$ cat config.mk
export PLATFORM = sky130hd
export DESIGN_NAME = seg_scan_driver
export DESIGN_NICKNAME = d
export VERILOG_FILES = /design/src/rtl/seg_pkg.sv /design/src/rtl/seg_decode.sv /design/src/rtl/seg_scan_driver.sv
export SDC_FILE = /design/constraint.sdc
export NUM_CORES = 1
export LEC_CHECK = 0
export BUFFER_PORTS_ARGS = -buffer_cell sky130_fd_sc_hd__buf_2
export CAP_MARGIN = 0
export CORE_MARGIN = 2
export CORE_UTILIZATION = 52
export CTS_BUF_LIST = sky130_fd_sc_hd__clkbuf_16
export DETAILED_ROUTE_END_ITERATION = 10
export PLACE_DENSITY_LB_ADDON = 0.05
export SLEW_MARGIN = 20
export SYNTH_ARGS = -nofsm -noshare
export SYNTH_HDL_FRONTEND = slang
export SYNTH_SLANG_ARGS = --single-unit
$ cat constraint.sdc
create_clock -name clk -period 2.8 [get_ports clk]
set_clock_uncertainty 0.15 [all_clocks]
set_input_delay 0.28 -clock clk [delete_from_list [all_inputs] [get_ports clk]]
set_output_delay 0.28 -clock clk [all_outputs]
set_load 0.01 [all_outputs]
$ cat src/rtl/seg_pkg.sv
// Shared seven-segment constants for the multiplexed display driver.
// Encodings are written g..a (bit 0 = segment a) and are active-low.
package seg_pkg;

  localparam logic [6:0] SEG_BLANK = 7'b1111111;

  localparam logic [6:0] SEG_0 = 7'b1000000;
  localparam logic [6:0] SEG_1 = 7'b1111001;
  localparam logic [6:0] SEG_2 = 7'b0100100;
  localparam logic [6:0] SEG_3 = 7'b0110000;
  localparam logic [6:0] SEG_4 = 7'b0011001;
  localparam logic [6:0] SEG_5 = 7'b0010010;
  localparam logic [6:0] SEG_6 = 7'b0000010;
  localparam logic [6:0] SEG_7 = 7'b1111000;
  localparam logic [6:0] SEG_8 = 7'b0000000;
  localparam logic [6:0] SEG_9 = 7'b0010000;
  localparam logic [6:0] SEG_A = 7'b0001000;
  localparam logic [6:0] SEG_B = 7'b0000011;
  localparam logic [6:0] SEG_C = 7'b1000110;
  localparam logic [6:0] SEG_D = 7'b0100001;
  localparam logic [6:0] SEG_E = 7'b0000110;
  localparam logic [6:0] SEG_F = 7'b0001110;

  // Full 16-entry glyph lookup; BCD-only masking is applied by the caller.
  function automatic logic [6:0] seg_lookup(input logic [3:0] code);
    logic [6:0] seg;
    case (code)
      4'd0:    seg = SEG_0;
      4'd1:    seg = SEG_1;
      4'd2:    seg = SEG_2;
      4'd3:    seg = SEG_3;
      4'd4:    seg = SEG_4;
      4'd5:    seg = SEG_5;
      4'd6:    seg = SEG_6;
      4'd7:    seg = SEG_7;
      4'd8:    seg = SEG_8;
      4'd9:    seg = SEG_9;
      4'd10:   seg = SEG_A;
      4'd11:   seg = SEG_B;
      4'd12:   seg = SEG_C;
      4'd13:   seg = SEG_D;
      4'd14:   seg = SEG_E;
      default: seg = SEG_F;
    endcase
    return seg;
  endfunction

endpackage

$ cat src/rtl/seg_decode.sv
// Combinational single-digit decoder: code -> active-low segment pattern.
module seg_decode
  import seg_pkg::*;
(
  input  logic [3:0] code,
  input  logic       hex_mode,
  input  logic       blank,
  output logic [6:0] seg_n
);

  // Blanking wins; codes above 9 only render as letters in hex mode.
  always_comb begin
    if (blank) begin
      seg_n = SEG_BLANK;
    end else if ((code > 4'd9) && !hex_mode) begin
      seg_n = SEG_BLANK;
    end else begin
      seg_n = seg_lookup(code);
    end
  end

endmodule

$ cat src/rtl/seg_scan_driver.sv
// Time-multiplexed seven-segment scan driver with tear-free double buffering.
// A new value is staged in the pending buffer and only promoted to the active
// buffer on the tick that wraps the scan back to digit 0.
module seg_scan_driver
  import seg_pkg::*;
#(
  parameter int N_DIGITS = 8,
  parameter int SCAN_DIV = 50000
) (
  input  logic                    clk,
  input  logic                    rst,
  input  logic [4*N_DIGITS-1:0]   value,
  input  logic [N_DIGITS-1:0]     dp_in,
  input  logic                    load,
  input  logic                    hex_mode,
  input  logic                    blank_lz,
  output logic [6:0]              seg_n,
  output logic                    dp_n,
  output logic [N_DIGITS-1:0]     an_n,
  output logic                    upd_pend,
  output logic                    frame_done
);

  localparam int CNT_W = $clog2(SCAN_DIV);
  localparam int IDX_W = $clog2(N_DIGITS);

  logic [CNT_W-1:0]      cnt;
  logic [IDX_W-1:0]      idx;
  logic                  tick;
  logic                  wrap;

  logic [4*N_DIGITS-1:0] act_val;
  logic [N_DIGITS-1:0]   act_dp;
  logic [4*N_DIGITS-1:0] pend_val;
  logic [N_DIGITS-1:0]   pend_dp;

  logic [N_DIGITS-1:0]   lz_mask;
  logic                  zero_above;
  logic [3:0]            code_p0;
  logic                  dp_p0;
  logic                  blank_p0;
  logic [6:0]            seg_p0;

  assign tick = (cnt == CNT_W'(SCAN_DIV - 1));
  assign wrap = tick && (idx == IDX_W'(N_DIGITS - 1));

  // Prescaler and digit index; the index only moves on prescaler ticks.
  always_ff @(posedge clk) begin
    if (rst) begin
      cnt <= '0;
      idx <= '0;
    end else begin
      cnt <= tick ? '0 : cnt + CNT_W'(1);
      if (wrap) begin
        idx <= '0;
      end else if (tick) begin
        idx <= idx + IDX_W'(1);
      end
    end
  end

  // Double buffer: a load on the wrap tick still lands in pending, so the
  // active buffer takes the previous pending contents and upd_pend stays set.
  always_ff @(posedge clk) begin
    if (rst) begin
      act_val  <= '0;
      act_dp   <= '0;
      pend_val <= '0;
      pend_dp  <= '0;
      upd_pend <= 1'b0;
    end else begin
      if (wrap && upd_pend) begin
        act_val <= pend_val;
        act_dp  <= pend_dp;
      end
      if (load) begin
        pend_val <= value;
        pend_dp  <= dp_in;
        upd_pend <= 1'b1;
      end else if (wrap) begin
        upd_pend <= 1'b0;
      end
    end
  end

  // Leading-zero mask: digit i is blankable when it and every digit above it
  // are zero. Digit 0 is never included so "0" always shows.
  always_comb begin
    zero_above = 1'b1;
    lz_mask    = '0;
    for (int i = N_DIGITS - 1; i >= 1; i--) begin
      zero_above = zero_above && (act_val[4*i +: 4] == 4'd0);
      lz_mask[i] = blank_lz && zero_above;
    end
  end

  // Select the digit currently being scanned from the active buffer.
  always_comb begin
    code_p0  = 4'd0;
    dp_p0    = 1'b0;
    blank_p0 = 1'b0;
    for (int i = 0; i < N_DIGITS; i++) begin
      if (idx == IDX_W'(i)) begin
        code_p0  = act_val[4*i +: 4];
        dp_p0    = act_dp[i];
        blank_p0 = lz_mask[i];
      end
    end
  end

  seg_decode u_decode (
    .code     (code_p0),
    .hex_mode (hex_mode),
    .blank    (blank_p0),
    .seg_n    (seg_p0)
  );

  // ---- stage p0 -> p1: registered pad outputs ----
  // Outputs follow the index and active buffer with one cycle of latency.
  always_ff @(posedge clk) begin
    if (rst) begin
      an_n       <= '1;
      seg_n      <= SEG_BLANK;
      dp_n       <= 1'b1;
      frame_done <= 1'b0;
    end else begin
      an_n       <= ~(N_DIGITS'(1) << idx);
      seg_n      <= seg_p0;
      dp_n       <= ~dp_p0;
      frame_done <= wrap;
    end
  end

endmodule
* After elaboration in Yosys (flattened, before gate mapping) *
Memories as Yosys holds them, arrays and structs flattened. A register that Yosys moved wholly into a read port is not among the register bits.
Cells that the tools add are included.

storage, ports and cells
  output and inout bits = 18
  bits in read-only memories = 112
  bits in registers = 110
  latch bits = 0
  memories kept = 1
  logic and storage cells = 79
  bits in writable memories = 0

cells by class
  shift-type cells = 1
  $lt $le $gt $ge = 1
  equality and inequality tests = 8
  muxes and demuxes = 25
  bitwise gates (word level) = 2
  add/sub/neg operators = 2
  multiply operators = 0
  div/mod/pow operators = 0
  reductions and logical operators = 29

memories
  memory           words  bits a word  read ports  clocked after memory_dff  wr ports  RTL line       source
  (no name shown)  16     7            1           1                         0         seg_pkg.sv:27  case (code)

operators by type and width
  kind                   number
  $mux 4                 8
  $logic_not 4->1        7
  $mux 1                 17
  $add 16x1->16 const B  1
  $eq 16x16->1 const B   1
  $logic_and 1x1->1      16
  $eq 3x3->1 const B     4
  $not 8->8              1
  $shl 1x3->8 const A    1
  $eq 3x2->1 const B     2
  $gt 4x4->1 const B     1
  $reduce_or 2->1        2
  $add 3x1->3 const B    1
  $eq 3x1->1 const B     1
  $logic_not 3->1        1
  $reduce_or 3->1        1
  $reduce_bool 2->1      1
  $logic_not 1->1        1
  $not 1->1              1

* Depth between registers and ports, before layout *
  depth in word-level cells = 16
  depth in mapped cells = 16
  gate-level depth less buffers = 13

* Modules after synthesis *
From an unflattened synthesis, not the netlist that was laid out.

second synthesis, totals
  cells, all modules = 607
  area, all modules = 5375.2 µm²

modules (own cells, without submodules)
  module           instances  area each (µm²)  cells an instance
  seg_scan_driver  1          5049.8           566
  seg_decode       1          325.3            41

* Worst setup path before layout *
No wires, ideal clock.

  path type = register to register
  from = register idx[0]
  to = register seg_n[2]
  stages on the path, launching flop included = 14
  path slack = -0.138 ns
  arrival time = 2.646 ns
  setup time = 0.142 ns
  path through = dfxtp_1 ha_1 ha_1 buf_4 inv_1 a221oi_1 a31oi_1 o21ai_1 ha_1 inv_1 a22oi_1 o22ai_1 a2bb2oi_2 o221ai_1

on the way
  longest elaborated chain between the ends = 12
  elaborated cells on any way between the ends = 26
  those cells by class = order compare: 1; eq/ne: 7; mux: 15; reduce/logical: 3

RTL lines
  element                           RTL line                source
  start: declaration                seg_scan_driver.sv:28   logic [IDX_W-1:0] idx;
  start signal: assignment          seg_scan_driver.sv:57   idx <= idx + IDX_W'(1);
  $logic_not 3->1                   seg_scan_driver.sv:103  if (idx == IDX_W'(i)) begin
  $mux 4 (8 in a row)               seg_scan_driver.sv:103
  $gt 4x4->1                        seg_decode.sv:15        end else if ((code > 4'd9) && !hex_mode) begin
  $logic_and 1x1->1                 seg_decode.sv:15
  $reduce_or 3->1 (no source line)  n/a
  end: declaration                  seg_scan_driver.sv:17   output logic [6:0] seg_n,

Several ways; a longest one is shown, not always the timed one.
A chain may end at the register's enable or synchronous reset.

* Final worst setup path *
Ends and elaborated chain as after synthesis.

==> summary.md <==
| Metric | Value |
|---|---|
| Area leader, netlist | dfxtp_1 |
| Worst vdd ir | ~0.00045 V |
| Max-slew headroom | between 60% and 70% |
| Num CTS Buffers | 17 |
| WP data arrival | 2.74 ns |
| Port Buf Inserts | 62 |
| CP startpoint kind | flop |
| Netlist cell types | 59 |
| Ports | 63 |
| Cell row count | 35 |
| Worst hold-check path type | primary input to flop |
| Gr usage total | about a quarter |
| Avg Inst Size Synth | 8.558 um2 |
| Final nets | about 760 |
| FMAX | between 0.3 and 0.4 GHz |
| Kind of critical path | flop to flop |
| Tmin final | between 2 and 3 ns |
| Max cap viols | 0 |
| Die area | between 10,000 and 15,000 um2 |
| Final RePlAce weighted congestion | around 0.87 |
| Post-route DRC | 0 |
| Post-Layout Cell Count | 844 |
| Number of flops mapped to enable cells by yosys | 0 |
| Count leader, synth | dfxtp_1 |
| First-pass GRT wire length | 19,720 um |
| Inserted Diodes | 0 |
| Post-layout util | 72.46% |
| Dpl cell area | ~5600 um2 |
| CP required | 2.94 ns |
| Root buf cell | clkbuf_16 |
| Setup tns final | 0 ns |
| Final setup vio count | 0 |
| Area growth syn-to-layout | 34.31% |
| Max Slew Vio Count | 0 |
| Antenna violations before repair | 0 |
| CTS Buffer Depth | 2 |
| WL per Instance | 13.81 um |
| Synth Flop Type | dfxtp_1 |
| DP Wirelength | 7743 um |
| Die Height | between 100 and 150 um |
| ANT nets after route | 0 |
| Largest net degree at the start of global routing | slightly above 50 |
| Worst-margin pin slew | 0.5604 ns |
| Post-Syn Area | 5032 um2 |
| Final Instance Area | just under 7000 um2 |
| Share of layout cells above drive strength 1 | between 20 and 25% |
| Outcome | finished clean |
| Placed Cells | 766 |
| Syn nets | between 600 and 700 |
| Yosys top cell area share | a little under half |
| Power Total | 4.318 mW |
| CORE AREA | a little over 9000 um2 |
| Vias in the first global route | between 4,000 and 5,000 |
| Final hold violations | 0 |
| YS warnings | 0 |
| Via density | roughly 5.3 |
| GRT overflow | 0 |
| RSZ-0062 raised after global routing | no |
| Initial Util | a little over half |
| Iter 0 DRT Violations | between 200 and 300 |
| H-Tree Depth | 4 |
| Seq cells post-synth | 117 |
| Clk slew on worst S/H paths | about 0.060 ns |
| Skew-Pair Late Insertion Delay | approximately 0.41 ns |
| TritonCTS clock tree | built |
| Lkg Pwr | between 2 and 3 nW |
| DRT Wirelength | ~12,000 um |
| Seq/Total Area, Yosys | between 40% and 50% |
| TritonCTS Sinks | 117 |
| Post-Synthesis Cells | 588 |
| Via count | 4,435 |
| First-pass iteration count of the detailed router | 6 |
| DIE WIDTH | between 100 and 150 um |
| Largest cells by area after synthesis | dfxtp_1, mux2i_1, nand2_1 |
| Crit end category | flop |
| Critical path fanouts, max | 7 |
| Post-synth ARST share | 0% |
| Pwr Density | 638.8 nW/um2 |
| Post-route clock period utilization | between 90 and 100% |
| Most frequent cells after synthesis | dfxtp_1, nand2_1, nor2_1, a21oi_1, mux2i_1 |
## logic make-up (layout without fill, tap and decap cells)
logic type / Yosys count / in the layout / share of synthesized area, %
flops: 117 / 117 / 46.54
buf+inv: 52 / 179 / 4.301
compound gates: 105 / 105 / 14.07
fa+ha+maj: 12 / 12 / 2.984
mux: 42 / 42 / 8.354
simple gates: 246 / 246 / 21.31
xor+xnor: 14 / 14 / 2.437
## layout by cell type, fill, tap and decap left out, types with 6 or more instances in the layout
cell           netlist  layout
inv_1               15      11
xnor2_1              6       6
nor4_1               6       6
nand3_1             14      14
mux2i_1             42      42
nand2_1            106     105
xor2_1               8       8
clkbuf_16            0      17
o21ai_0              7       7
a21oi_1             58      58
buf_2               11      62
dlygate4sd3_1        0      42
buf_4                2      23
nor2_1              78      78
nor3_1               6       6
dfxtp_1            117     114
nand3b_1             7       7
ha_4                 0       6
## critical path: stages (launching register included)
cell	delay (ns)
dfxtp_4	0.37
ha_4	0.18
ha_4	0.17
buf_4	0.14
a31o_2	0.22
o2111ai_2	0.17
nand2_2	0.09
inv_2	0.08
ha_2	0.18
inv_1	0.06
a22oi_2	0.13
o22ai_1	0.10
a2bb2oi_2	0.17
buf_6	0.14
o221ai_1	0.10
## registers in the layout, indices dropped and copies added (netlist names)
register / flops
pend_val: 32
act_dp: 8
frame_done: 1
an_n: 8
dp_n: 1
upd_pend: 1
act_val: 32
seg_n: 7
pend_dp: 8
cnt: 16
idx: 3
## per-layer routing
layer	vias to the layer above	track usage [%]	wire, um
met3	23	7.114	576
met4	0	8.410	185
met5	-	0	0
met2	107	38.51	5537
li1	2229	-	-
met1	2076	30.66	5355
## final cells by class
type	count	area, um2
clock buffer	17	425.4
sequential	117	2351
multi-input combinational	419	2571
fill	768	2569
timing repair buffer	131	957.2
clock inverter	15	226.5
tap	129	161.4
inverter	16	66.31
## path summary, 6_finish.rpt
kind | startpoint | end | slack, ns | cells past startpoint
worst max-delay path | idx[0] | seg_n[2] | 0.20 | 14
worst min-delay path | blank_lz | seg_n[6] | 0.24 | 5
worst max register to register | idx[0] | seg_n[2] | 0.20 | 14
worst min register to register | pend_val[4] | act_val[4] | 0.30 | 2
## per-stage QoR
step / hold slack [ns] / setup WS [ns]
global route: 0.2604 / 0.02042
detailed placement: 0.2956 / -0.05775
CTS: 0.2510 / 0.09526
floorplan: 0.2772 / 0.01667
finish: 0.2381 / 0.1983
global placement: 0.2933 / 0.05456
## report_power, final
group | internal, mW | leakage, nW | switching [mW]
clock network | 1.59 | 0.316 | 0.794
registers | 1.71 | 0.956 | 0.0238
logic | 0.115 | 1.41 | 0.0884
## timing repair
item | in CTS | in global routing
endpoints found under the setup margin | 6 | 7
setup buffers | 1 | 3
hold buffers | 42 | 0
gates resized for setup | 1 | 24
pin swaps | 1 | 5
endpoints found under the hold margin | 40 | 0
Power figures use the tool's default switching activity.
